===== config.mk =====
export PLATFORM = sky130hd
export DESIGN_NAME = imem_loader
export DESIGN_NICKNAME = d
export VERILOG_FILES = /design/src/rtl/imem_loader.sv
export SDC_FILE = /design/constraint.sdc
export NUM_CORES = 1
export LEC_CHECK = 0
export BUFFER_PORTS_ARGS = -buffer_cell sky130_fd_sc_hd__buf_4
export CORE_AREA = 3 3 90 157
export DETAILED_ROUTE_END_ITERATION = 7
export DIE_AREA = 0 0 93 160
export HOLD_SLACK_MARGIN = 0.06
export PLACE_DENSITY = 0.6
export SYNTH_ARGS = -nofsm -noshare
export SYNTH_HDL_FRONTEND = slang
export SYNTH_SLANG_ARGS = --single-unit
export TNS_END_PERCENT = 50

===== constraint.sdc =====
create_clock -name clk -period 7.95 [get_ports clk]
set_clock_uncertainty 0.1 [all_clocks]
set_input_delay 1.59 -clock clk [delete_from_list [all_inputs] [get_ports clk]]
set_output_delay 1.59 -clock clk [all_outputs]
set_load 0.02 [all_outputs]

===== src/rtl/imem_loader.sv =====
// Instruction memory loader: receives a length-prefixed byte stream and writes
// 16-bit instruction words into memory while holding the CPU in reset.
module imem_loader #(
   parameter logic [15:0] BASE_ADDR   = 16'h0000,
   parameter int unsigned MAX_WORDS   = 128,
   parameter int unsigned TIMEOUT_CYC = 1024
) (
   input  logic        clk,
   input  logic        rst,
   input  logic        start,
   input  logic        byte_valid,
   input  logic [7:0]  byte_data,
   output logic        byte_ready,
   output logic        imem_we,
   output logic [15:0] imem_addr,
   output logic [15:0] imem_wdata,
   output logic        cpu_hold,
   output logic        busy,
   output logic        done,
   output logic        err,
   output logic [15:0] words_written
);

   localparam int unsigned SW = (TIMEOUT_CYC > 1) ? $clog2(TIMEOUT_CYC) : 1;
   localparam logic [SW-1:0] STALL_LAST = SW'(TIMEOUT_CYC - 1);
   localparam logic [15:0]   MAX_N      = 16'(MAX_WORDS);

   typedef enum logic [2:0] {
      IDLE,
      LEN_HI,
      LEN_LO,
      DATA_HI,
      DATA_LO,
      WRITE,
      DONE,
      ERROR
   } state_t;

   state_t        state_q, state_d;
   logic [15:0]   n_q, n_d;
   logic [7:0]    word_hi_q, word_hi_d;
   logic [SW-1:0] stall_q, stall_d;
   logic          imem_we_q, imem_we_d;
   logic [15:0]   imem_addr_q, imem_addr_d;
   logic [15:0]   imem_wdata_q, imem_wdata_d;
   logic          cpu_hold_q, cpu_hold_d;
   logic          busy_q, busy_d;
   logic          done_q, done_d;
   logic          err_q, err_d;
   logic [15:0]   words_written_q, words_written_d;
   logic          accept;
   logic [15:0]   len_full;

   assign byte_ready = (state_q == LEN_HI) || (state_q == LEN_LO) ||
                       (state_q == DATA_HI) || (state_q == DATA_LO);
   assign accept     = byte_valid && byte_ready;
   assign len_full   = {n_q[15:8], byte_data};

   // Next-state, datapath and registered-output decode.
   // Registered outputs are decoded from state_d so they are valid in the
   // same cycle the FSM occupies the corresponding state.
   always_comb begin
      state_d         = state_q;
      n_d             = n_q;
      word_hi_d       = word_hi_q;
      stall_d         = stall_q;
      imem_addr_d     = imem_addr_q;
      imem_wdata_d    = imem_wdata_q;
      words_written_d = words_written_q;

      case (state_q)
         IDLE, DONE, ERROR: begin
            if (start) begin
               state_d         = LEN_HI;
               words_written_d = '0;
               stall_d         = '0;
            end
         end
         LEN_HI: begin
            if (accept) begin
               n_d[15:8] = byte_data;
               stall_d   = '0;
               state_d   = LEN_LO;
            end
         end
         LEN_LO: begin
            if (accept) begin
               n_d[7:0] = byte_data;
               stall_d  = '0;
               if ((len_full == 16'h0000) || (len_full > MAX_N)) state_d = ERROR;
               else                                              state_d = DATA_HI;
            end else if (stall_q == STALL_LAST) begin
               state_d = ERROR;
            end else begin
               stall_d = stall_q + 1'b1;
            end
         end
         DATA_HI: begin
            if (accept) begin
               word_hi_d = byte_data;
               stall_d   = '0;
               state_d   = DATA_LO;
            end else if (stall_q == STALL_LAST) begin
               state_d = ERROR;
            end else begin
               stall_d = stall_q + 1'b1;
            end
         end
         DATA_LO: begin
            if (accept) begin
               imem_wdata_d = {word_hi_q, byte_data};
               imem_addr_d  = BASE_ADDR + {words_written_q[14:0], 1'b0};
               stall_d      = '0;
               state_d      = WRITE;
            end else if (stall_q == STALL_LAST) begin
               state_d = ERROR;
            end else begin
               stall_d = stall_q + 1'b1;
            end
         end
         WRITE: begin
            words_written_d = words_written_q + 16'd1;
            if ((words_written_q + 16'd1) == n_q) state_d = DONE;
            else                                  state_d = DATA_HI;
         end
         default: state_d = IDLE;
      endcase

      imem_we_d  = (state_d == WRITE);
      busy_d     = (state_d == LEN_HI) || (state_d == LEN_LO) || (state_d == DATA_HI) ||
                   (state_d == DATA_LO) || (state_d == WRITE);
      done_d     = (state_d == DONE);
      err_d      = (state_d == ERROR);
      cpu_hold_d = (state_d != DONE);
   end

   // State and output registers with asynchronous reset.
   always_ff @(posedge clk or posedge rst) begin
      if (rst) begin
         state_q         <= IDLE;
         n_q             <= '0;
         word_hi_q       <= '0;
         stall_q         <= '0;
         imem_we_q       <= 1'b0;
         imem_addr_q     <= '0;
         imem_wdata_q    <= '0;
         cpu_hold_q      <= 1'b1;
         busy_q          <= 1'b0;
         done_q          <= 1'b0;
         err_q           <= 1'b0;
         words_written_q <= '0;
      end else begin
         state_q         <= state_d;
         n_q             <= n_d;
         word_hi_q       <= word_hi_d;
         stall_q         <= stall_d;
         imem_we_q       <= imem_we_d;
         imem_addr_q     <= imem_addr_d;
         imem_wdata_q    <= imem_wdata_d;
         cpu_hold_q      <= cpu_hold_d;
         busy_q          <= busy_d;
         done_q          <= done_d;
         err_q           <= err_d;
         words_written_q <= words_written_d;
      end
   end

   assign imem_we       = imem_we_q;
   assign imem_addr     = imem_addr_q;
   assign imem_wdata    = imem_wdata_q;
   assign cpu_hold      = cpu_hold_q;
   assign busy          = busy_q;
   assign done          = done_q;
   assign err           = err_q;
   assign words_written = words_written_q;

endmodule


[After elaboration in Yosys (flattened, before gate mapping)]
Index checks and enable logic that the tools add are counted.
Widths: inputs -> output; s select.
Operators by class
  equal/unequal tests: 20
  $add $sub $neg: 2
  muxes and demuxes: 16
  magnitude comparators: 1
  reduce and logical (&&, ||, !) cells: 21
Operators by type and width (number)
  $mux 10: 4
  $pmux 16 s2: 1
  $pmux 10 s3: 1
  $eq 3x3->1 const B: 8
  $mux 3: 8
  $pmux 3 s6: 1
  $add 16x1->16 const B: 1
  $eq 16x16->1: 1
  $gt 16x8->1 const B: 1
  $logic_not 16->1: 1
  $mux 16: 1
  $eq 3x2->1 const B: 4
  $add 10x1->10 const B: 1
  $eq 10x10->1 const B: 1
  $reduce_and 2->1: 5
  $logic_or 1x1->1: 8
  $eq 3x1->1 const B: 2
  $ne 3x3->1 const B: 2
  $reduce_or 3->1: 2
  $ne 2x2->1 const B: 2
  $reduce_and 4->1: 1
  $logic_not 3->1: 1
  $reduce_bool 3->1: 1
  $reduce_bool 2->1: 1
  $logic_and 1x1->1: 1
Storage, ports and cells
  logic and storage cells: 73
  input bits: 12
  register bits after elaboration: 89

[Depth between registers and ports, before layout]
Gate-level depths: netlist of the first run.
  depth in word-level cells: 12
  depth in mapped cells: 11
  mapped depth without buffers: 8

[Worst setup path after synthesis of the first run]
Ideal clock, no wire load.
  path kind: in2reg
  from: input port byte_valid
  to: register stall_q[5]
  stages: 8
  data arrival time: 3.178 ns
  slack: 4.568 ns
  setup time: 0.104 ns
  path buffers: 4
  cells stage by stage: clkbuf_1 > and3_1 > clkbuf_1 > or3_1 > buf_2 > or2_1 > buf_2 > o41ai_2
On the way
  longest elaborated chain between the ends: 3
  elaborated cells on any way between the ends: 6
  classes of those cells: 2 x eq/ne; 2 x mux; 2 x reduce/logical
Ends and longest elaborated chain
  start, declared: line 11  | input logic byte_valid,
  $logic_and 1x1->1 (*): line 56  | assign accept = byte_valid && byte_ready;
  $ne 3x3->1 (no line) (tied with other cells)
  $reduce_and 4->1 (no line) or $pmux 10 s3 (tied branches)
  end signal, assigned: line 156  | stall_q <= stall_d;
  end, declared: line 42  | logic [SW-1:0] stall_q, stall_d;
Every way passes the cells marked *; elsewhere a longest branch is shown, timed or not.
A chain may end at the register's enable or synchronous reset.

[Worst setup path in the final report of the first run]
  from: input port byte_valid
  to: register stall_q[7]
Same word-level chain as after synthesis.

==> impl_results.rst, run 1 <==
.. list-table::
   :header-rows: 1

   * - Metric
     - Value
   * - Worst relative slew slack
     - 39.90%
   * - Leakage power summed over all cells
     - 2.331 nW
   * - Die width
     - 93 µm
   * - Routed wire per std cell
     - 17.12 µm
   * - Status
     - complete, no violations
   * - Max-capacitance violation count
     - 0
   * - I/O pin cnt
     - 66
   * - Hold Buf Count CTS
     - 0
   * - Total die area
     - 14880 µm²
   * - Number of distinct standard cells referenced by the synthesized netlist
     - 55
   * - Net count after synthesis
     - 434
   * - Post-route total power
     - 1.960 mW
   * - Worst-case reg-to-reg path depth
     - 8
   * - Maximum buffer depth of the clock tree
     - 2
   * - CTS buffer count
     - 9
   * - Root cell of the clock tree
     - sky130_fd_sc_hd__clkbuf_16
   * - Sinks on the clock net
     - 89
   * - Clock insertion delay at the later pin of the skew report
     - 0.34 ns
   * - Synth Area in Compound Gates
     - 12.93%
   * - Multiplexer area fraction after synthesis
     - 13.24%
   * - Critical register-to-register path startpoint
     - words_written[0]
   * - Count of H-tree levels built during CTS
     - 3
   * - Total routing resource utilization after global routing
     - 15.53%
   * - Maximum number of pins on one net before global-route repair
     - 70
   * - Leading post-synthesis cells by cell area
     - sky130_fd_sc_hd__dfrtp_1, sky130_fd_sc_hd__mux2_2, sky130_fd_sc_hd__o21ai_0, sky130_fd_sc_hd__xnor2_1, sky130_fd_sc_hd__nand2_1
   * - CTS resizes
     - 0
   * - Kind of start point of the critical path
     - input pin
   * - Final-report hold violation count
     - 0
   * - FMAX
     - 0.2994 GHz
   * - Cell area after technology mapping
     - 4508 µm²
   * - Via count of the first global-routing pass
     - 3508
   * - Arithmetic-cell share of the synthesized area counting full adders, half adders and majority gates
     - 0.8326%
   * - Post-route DRC
     - 0
   * - Most numerous cell types in the synthesized netlist
     - sky130_fd_sc_hd__dfrtp_1, sky130_fd_sc_hd__mux2_2, sky130_fd_sc_hd__o21ai_0
   * - # nets final
     - 490
   * - Multi-input gate area in the final layout
     - 2140 µm²
   * - Largest voltage drop on the vdd net
     - 0.0001619 V
   * - PD cells
     - 360.8 nW/µm²
   * - Row Count
     - 55
   * - Fraction of power spent switching nets
     - 36.91%
   * - Iter 0 DRT Violations
     - 170
   * - Post-detailed-placement half-perimeter wirelength
     - 8237 µm
   * - Share of Yosys cell area claimed by the top area cell type
     - 48.85%
   * - Cell taking the most area after synthesis
     - sky130_fd_sc_hd__dfrtp_1
   * - Ratio of cells with drive above 1 in the final layout
     - 31.32%
   * - Diode insertion count for antenna repair
     - 0
   * - Initial antenna violation count
     - 0
   * - Vias per cell
     - 5.283
   * - Die Y
     - 160 µm
   * - Internal power component
     - 1.237 mW
   * - Register clock-pin slew on the reported worst setup and hold paths
     - 0.06 ns
   * - Routability congestion estimate from global placement
     - 0.9137
   * - Final-layout setup total negative slack
     - 0 ns
   * - Number of synthesized flops with an enable pin
     - 0
   * - Instance area at placement
     - 5127 µm²
   * - Total setup violations reported at the end of the flow
     - 0
   * - Dominant cell by count in the synthesized netlist
     - sky130_fd_sc_hd__dfrtp_1
   * - Share of flip-flops with an asynchronous set or reset after synthesis
     - 100.0%
   * - Number of slew-limit violations in the final report
     - 0
   * - Clock tree from TritonCTS
     - built
   * - Switch Pwr
     - 723.3 µW
   * - Element type at the critical path end
     - register
   * - Register area
     - 2228 µm²
   * - Cell area after layout
     - 5431 µm²
   * - Grt ovf
     - 0
   * - Number of fillers in the final layout
     - 1287
   * - Antenna viol nets, final
     - 0
   * - Minimum clock period after layout
     - 3.340 ns
   * - Dominant combinational cell family by area after synthesis
     - simple AND/OR/NAND/NOR gates
   * - Terminating pin of the worst hold path
     - word_hi_q[7]
   * - Post-Route Hold Slack
     - 0.3936 ns
   * - Instance count of the mapped netlist
     - 419
   * - Global-route wire length before repair
     - 18090 µm
   * - Critical path type
     - input pin to register
   * - Sequential fraction of design power
     - 37.7%
   * - Clock share of power
     - 22.0%
   * - Worst reg-to-reg setup slack
     - 5.11 ns
   * - First element of the critical path
     - byte_valid
   * - Worst path required time
     - 8.06 ns
   * - RSZ-0062 raised after global routing
     - false
   * - Routed WL
     - 11130 µm
   * - Worst r2r dst
     - busy
   * - Min-Delay Startpoint
     - word_hi_q[7]
   * - Setup fix buffers added after clock tree synthesis
     - 0
   * - Effective utilization at floorplan
     - 34.85%
   * - Transition time at the pin with the least slew margin
     - 0.8967 ns
   * - Layout Utilization
     - 41.98%
   * - Worst min-delay path class
     - register to register
   * - Via count
     - 3434
   * - Initial DRT Pass Iterations
     - 4
   * - Count of buffers from port buffering
     - 64
   * - Synth Flop Type
     - sky130_fd_sc_hd__dfrtp_1
   * - Core area
     - 12940 µm²
   * - Syn. warnings
     - 0
   * - Crit path DAT
     - 3.45 ns
   * - Sequential element share of the synthesized area
     - 49.43%
   * - Count of cells along the worst hold path
     - 2
   * - Peak fanout along the critical path
     - 13
   * - Share of the clock period used by the worst path
     - 42.01%
   * - Post-synthesis share of cell area spent on xor and xnor gates
     - 4.080%
   * - Share of power burned in combinational logic
     - 40.3%
   * - Average instance area after synthesis
     - 10.76 µm²
   * - FF+latch count, synth
     - 89
   * - Syn-to-layout area delta
     - 20.48%
   * - Area share of and/or/nand/nor cells after synthesis
     - 16.29%
-- worst max-delay path: stages --
cell and delay (ns):
sky130_fd_sc_hd__buf_4 0.14, sky130_fd_sc_hd__and3_1 0.17, sky130_fd_sc_hd__or3_1 0.49, sky130_fd_sc_hd__o21ai_1 0.62, sky130_fd_sc_hd__or2_1 0.32, sky130_fd_sc_hd__o31ai_1 0.12
-- final cells by class --
class | instances | share of cell area (%)
Inverter | 11 | 0.7832
Tap cell | 171 | 3.939
Clock inverter | 4 | 0.9445
Multi-Input combinational cell | 297 | 39.39
Timing Repair Buffer | 67 | 9.261
Sequential cell | 89 | 41.03
Clock buffer | 11 | 4.653
-- flip-flops by register name, indices dropped and copies added, names as in the netlist --
| name | count |
|---|---|
| imem_addr | 15 |
| n_q | 16 |
| words_written | 16 |
| busy | 1 |
| err | 1 |
| imem_we | 1 |
| state_q | 3 |
| word_hi_q | 8 |
| stall_q | 10 |
| imem_wdata | 16 |
| done | 1 |
| cpu_hold | 1 |
-- how the worst max path moves through the flow --
stage / endpoint / slack, ns / cells past startpoint
after global placement: stall_q[5] / 4.36 / 6
after global routing: stall_q[0] / 4.47 / 6
after detailed placement: stall_q[7] / 4.27 / 6
final: stall_q[7] / 4.61 / 6
after floorplan: busy / 3.95 / 1
after CTS: stall_q[7] / 4.64 / 6
-- power by group through the flow --
stage	Combinational [mW]	Clock, mW	Sequential (mW)
after floorplan	0.478	0	0.799
after global placement	0.779	0	0.743
after detailed placement	0.795	0	0.749
after CTS	0.798	0.446	0.741
after global routing	0.855	0.462	0.763
final	0.789	0.431	0.740
-- layout by cell type (no fill, tap or decap), types with 5 or more instances in the layout --
cell type,Yosys,routed
sky130_fd_sc_hd__o31ai_1,14,14
sky130_fd_sc_hd__nand2_1,28,28
sky130_fd_sc_hd__and3_1,7,7
sky130_fd_sc_hd__a21oi_1,11,11
sky130_fd_sc_hd__xnor2_1,15,15
sky130_fd_sc_hd__nand4_1,6,6
sky130_fd_sc_hd__xor2_1,6,6
sky130_fd_sc_hd__mux2_2,51,51
sky130_fd_sc_hd__dfrtp_1,88,88
sky130_fd_sc_hd__buf_4,1,67
sky130_fd_sc_hd__nor2b_1,9,9
sky130_fd_sc_hd__nor2_1,28,28
sky130_fd_sc_hd__nor4_1,7,7
sky130_fd_sc_hd__o21ai_0,40,40
sky130_fd_sc_hd__clkbuf_16,0,9
sky130_fd_sc_hd__nor3_1,5,5
sky130_fd_sc_hd__inv_1,10,9
sky130_fd_sc_hd__nand3_1,18,18
-- cell families after synthesis --
logic type,Yosys count
compound gates,87
xor+xnor,21
fa+ha+maj,3
buf+inv,33
flops,89
mux,52
other cells,1
simple gates,133
-- per-stage QoR --
stage | cells | worst slack, ns
after floorplan | 419 | 3.955
after global placement | 635 | 4.364
after detailed placement | 635 | 4.275
after CTS | 650 | 4.643
after global routing | 650 | 4.469
final | 650 | 4.610
-- per-layer routing --
metal | track usage, % | part of all wire [%] | up-vias
met4 | 7.738 | 2.8 | 0
met2 | 28.03 | 55 | 77
li1 | - | - | 1631
met1 | 17.27 | 39 | 1701
met3 | 2.498 | 3.8 | 25
met5 | 0 | 0 | -
Note: power is estimated with default switching activity, not from simulation.
==> run 2: changes to the inputs <==
Settings changed: PLACE_DENSITY 0.6 to 0.61.
Clock period 7.95 ns to 3 ns, I/O delays scaled along.
==> run 2 against run 1 <==
Combinational power increased to 2.7 times the previous value. Cell count increased by 1.4%. Sequential share of layout area decreased by 0.98 points. Via count grew 1.5%. Non-clock buffer count rose by 8. Total power increased to 2.8 times the previous value. Largest power group unchanged. Critical path depth rose by 2. Die area is the same. Flip-flop and latch count unchanged.
==> impl_results.rst, run 2 (same netlist as run 1, synthesis figures left out) <==
.. list-table::
   :header-rows: 1

   * - Metric
     - Value
   * - Root cell of the clock tree
     - sky130_fd_sc_hd__clkbuf_16
   * - Worst path required time
     - 3.12 ns
   * - Total setup violations reported at the end of the flow
     - 0
   * - Kind of start point of the critical path
     - register
   * - PD cells
     - 974.5 nW/µm²
   * - Worst min-delay path class
     - input pin to async pin
   * - Post-route total power
     - 5.422 mW
   * - Initial DRT Pass Iterations
     - 4
   * - Clock tree from TritonCTS
     - built
   * - Largest voltage drop on the vdd net
     - 0.0004844 V
   * - Most frequent cells in the layout
     - sky130_fd_sc_hd__dfrtp_1, sky130_fd_sc_hd__buf_4, sky130_fd_sc_hd__mux2_2
   * - Element type at the critical path end
     - register
   * - Via count of the first global-routing pass
     - 3594
   * - Setup fix buffers added after clock tree synthesis
     - 0
   * - Final-layout setup total negative slack
     - 0 ns
   * - Routed wire per std cell
     - 17.48 µm
   * - I/O pin cnt
     - 66
   * - Transition time at the pin with the least slew margin
     - 0.6799 ns
   * - Post-route DRC
     - 0
   * - Peak fanout along the critical path
     - 7
   * - Max-capacitance violation count
     - 0
   * - Maximum buffer depth of the clock tree
     - 2
   * - Critical register-to-register path startpoint
     - words_written[1]
   * - # nets final
     - 498
   * - Worst reg-to-reg setup slack
     - 0.30 ns
   * - Global-route wire length before repair
     - 18530 µm
   * - Cell area after layout
     - 5564 µm²
   * - Die width
     - 93 µm
   * - Final-report hold violation count
     - 0
   * - FMAX
     - 0.3706 GHz
   * - Antenna viol nets, final
     - 0
   * - Fraction of power spent switching nets
     - 36.32%
   * - Via count
     - 3486
   * - Worst relative slew slack
     - 54.47%
   * - Leakage power summed over all cells
     - 2.395 nW
   * - Ratio of cells with drive above 1 in the final layout
     - 32.58%
   * - Worst-case reg-to-reg path depth
     - 8
   * - Share of power burned in combinational logic
     - 39.9%
   * - Post-detailed-placement half-perimeter wirelength
     - 8588 µm
   * - Minimum clock period after layout
     - 2.699 ns
   * - Count of H-tree levels built during CTS
     - 3
   * - Non-Filler Instances
     - 659
   * - Hold Buf Count CTS
     - 0
   * - Maximum number of pins on one net before global-route repair
     - 60
   * - Row Count
     - 55
   * - CTS resizes
     - 0
   * - Clock share of power
     - 24.2%
   * - Total routing resource utilization after global routing
     - 15.97%
   * - Grt ovf
     - 0
   * - Placed instance count
     - 643
   * - Die Y
     - 160 µm
   * - Critical path type
     - register to register
   * - Effective utilization at floorplan
     - 34.85%
   * - Iter 0 DRT Violations
     - 125
   * - Internal power component
     - 3.453 mW
   * - RSZ-0062 raised after global routing
     - false
   * - Initial antenna violation count
     - 0
   * - Sequential fraction of design power
     - 35.9%
   * - Instance area at placement
     - 5215 µm²
   * - Switch Pwr
     - 1.969 mW
   * - Share of the clock period used by the worst path
     - 89.96%
   * - Sinks on the clock net
     - 89
   * - CTS buffer count
     - 9
   * - Crit path DAT
     - 2.82 ns
   * - Register clock-pin slew on the reported worst setup and hold paths
     - 0.06 ns
   * - Syn-to-layout area delta
     - 23.42%
   * - Count of buffers from port buffering
     - 64
   * - Number of slew-limit violations in the final report
     - 0
   * - Diode insertion count for antenna repair
     - 0
   * - Routability congestion estimate from global placement
     - 0.8629
   * - Worst r2r dst
     - busy
   * - Core area
     - 12940 µm²
   * - Clock insertion delay at the later pin of the skew report
     - 0.35 ns
   * - Most common cell after layout, fill and taps aside
     - sky130_fd_sc_hd__dfrtp_1
   * - Total die area
     - 14880 µm²
   * - Status
     - complete, no violations
   * - Routed WL
     - 11520 µm
   * - Vias per cell
     - 5.290
## run 2: worst max-delay path by stage
stage	startpoint	to	slack (ns)
4_1_cts	words_written[1]	busy	0.32
6_report	words_written[1]	busy	0.30
3_3_place_gp	words_written[3]	err	0.42
2_1_floorplan	words_written[0]	busy	0.53
3_5_place_dp	words_written[1]	busy	0.34
5_1_grt	words_written[1]	busy	0.17
## run 2: area by class of cell
type / count / area, µm²
clock buffer: 9 / 225.2
clock inverter: 7 / 123.9
fill: 1289 / 7373
inverter: 11 / 45.04
multi-input combinational: 297 / 2140
sequential: 89 / 2228
tap: 171 / 214.0
timing repair buffer: 75 / 588.1
## run 2: layer usage
layer  wire length [µm]  share of wire [%]  global-route usage, %  vias to the layer above
met5                  0                  0                      0                        -
met4                400                3.5                  8.139                        0
met3                419                3.6                  2.592                       26
met2               6255                 54                  29.01                       88
met1               4444                 39                  17.48                     1723
li1                   -                  -                      -                     1649
## run 2: worst max-delay path, stage by stage (launching register included)
cell	delay, ns
sky130_fd_sc_hd__dfrtp_1	0.48
sky130_fd_sc_hd__ha_1	0.33
sky130_fd_sc_hd__nand3_1	0.26
sky130_fd_sc_hd__nor4_1	0.53
sky130_fd_sc_hd__xnor2_1	0.18
sky130_fd_sc_hd__nand2_1	0.09
sky130_fd_sc_hd__nand4bb_1	0.25
sky130_fd_sc_hd__o221ai_4	0.24
sky130_fd_sc_hd__a21oi_1	0.11
## run 2: through the flow
stage,hold WS [ns],setup slack (ns),util (%)
global placement,0.3617,0.4154,40.31
detailed placement,0.3693,0.3352,40.31
floorplan,0.3382,0.5307,-
finish,0.2158,0.3013,43.01
CTS,0.2139,0.3177,43.01
global route,0.2427,0.1696,43.01
## run 2: power groups by stage
| stage | clock network (mW) | logic (mW) | registers [mW] |
|---|---|---|---|
| final | 1.31 | 2.16 | 1.95 |
| after global routing | 1.39 | 2.36 | 2.01 |
| after CTS | 1.35 | 2.19 | 1.95 |
| after detailed placement | 0 | 2.18 | 1.97 |
| after global placement | 0 | 2.15 | 1.95 |
| after floorplan | 0 | 1.27 | 2.12 |
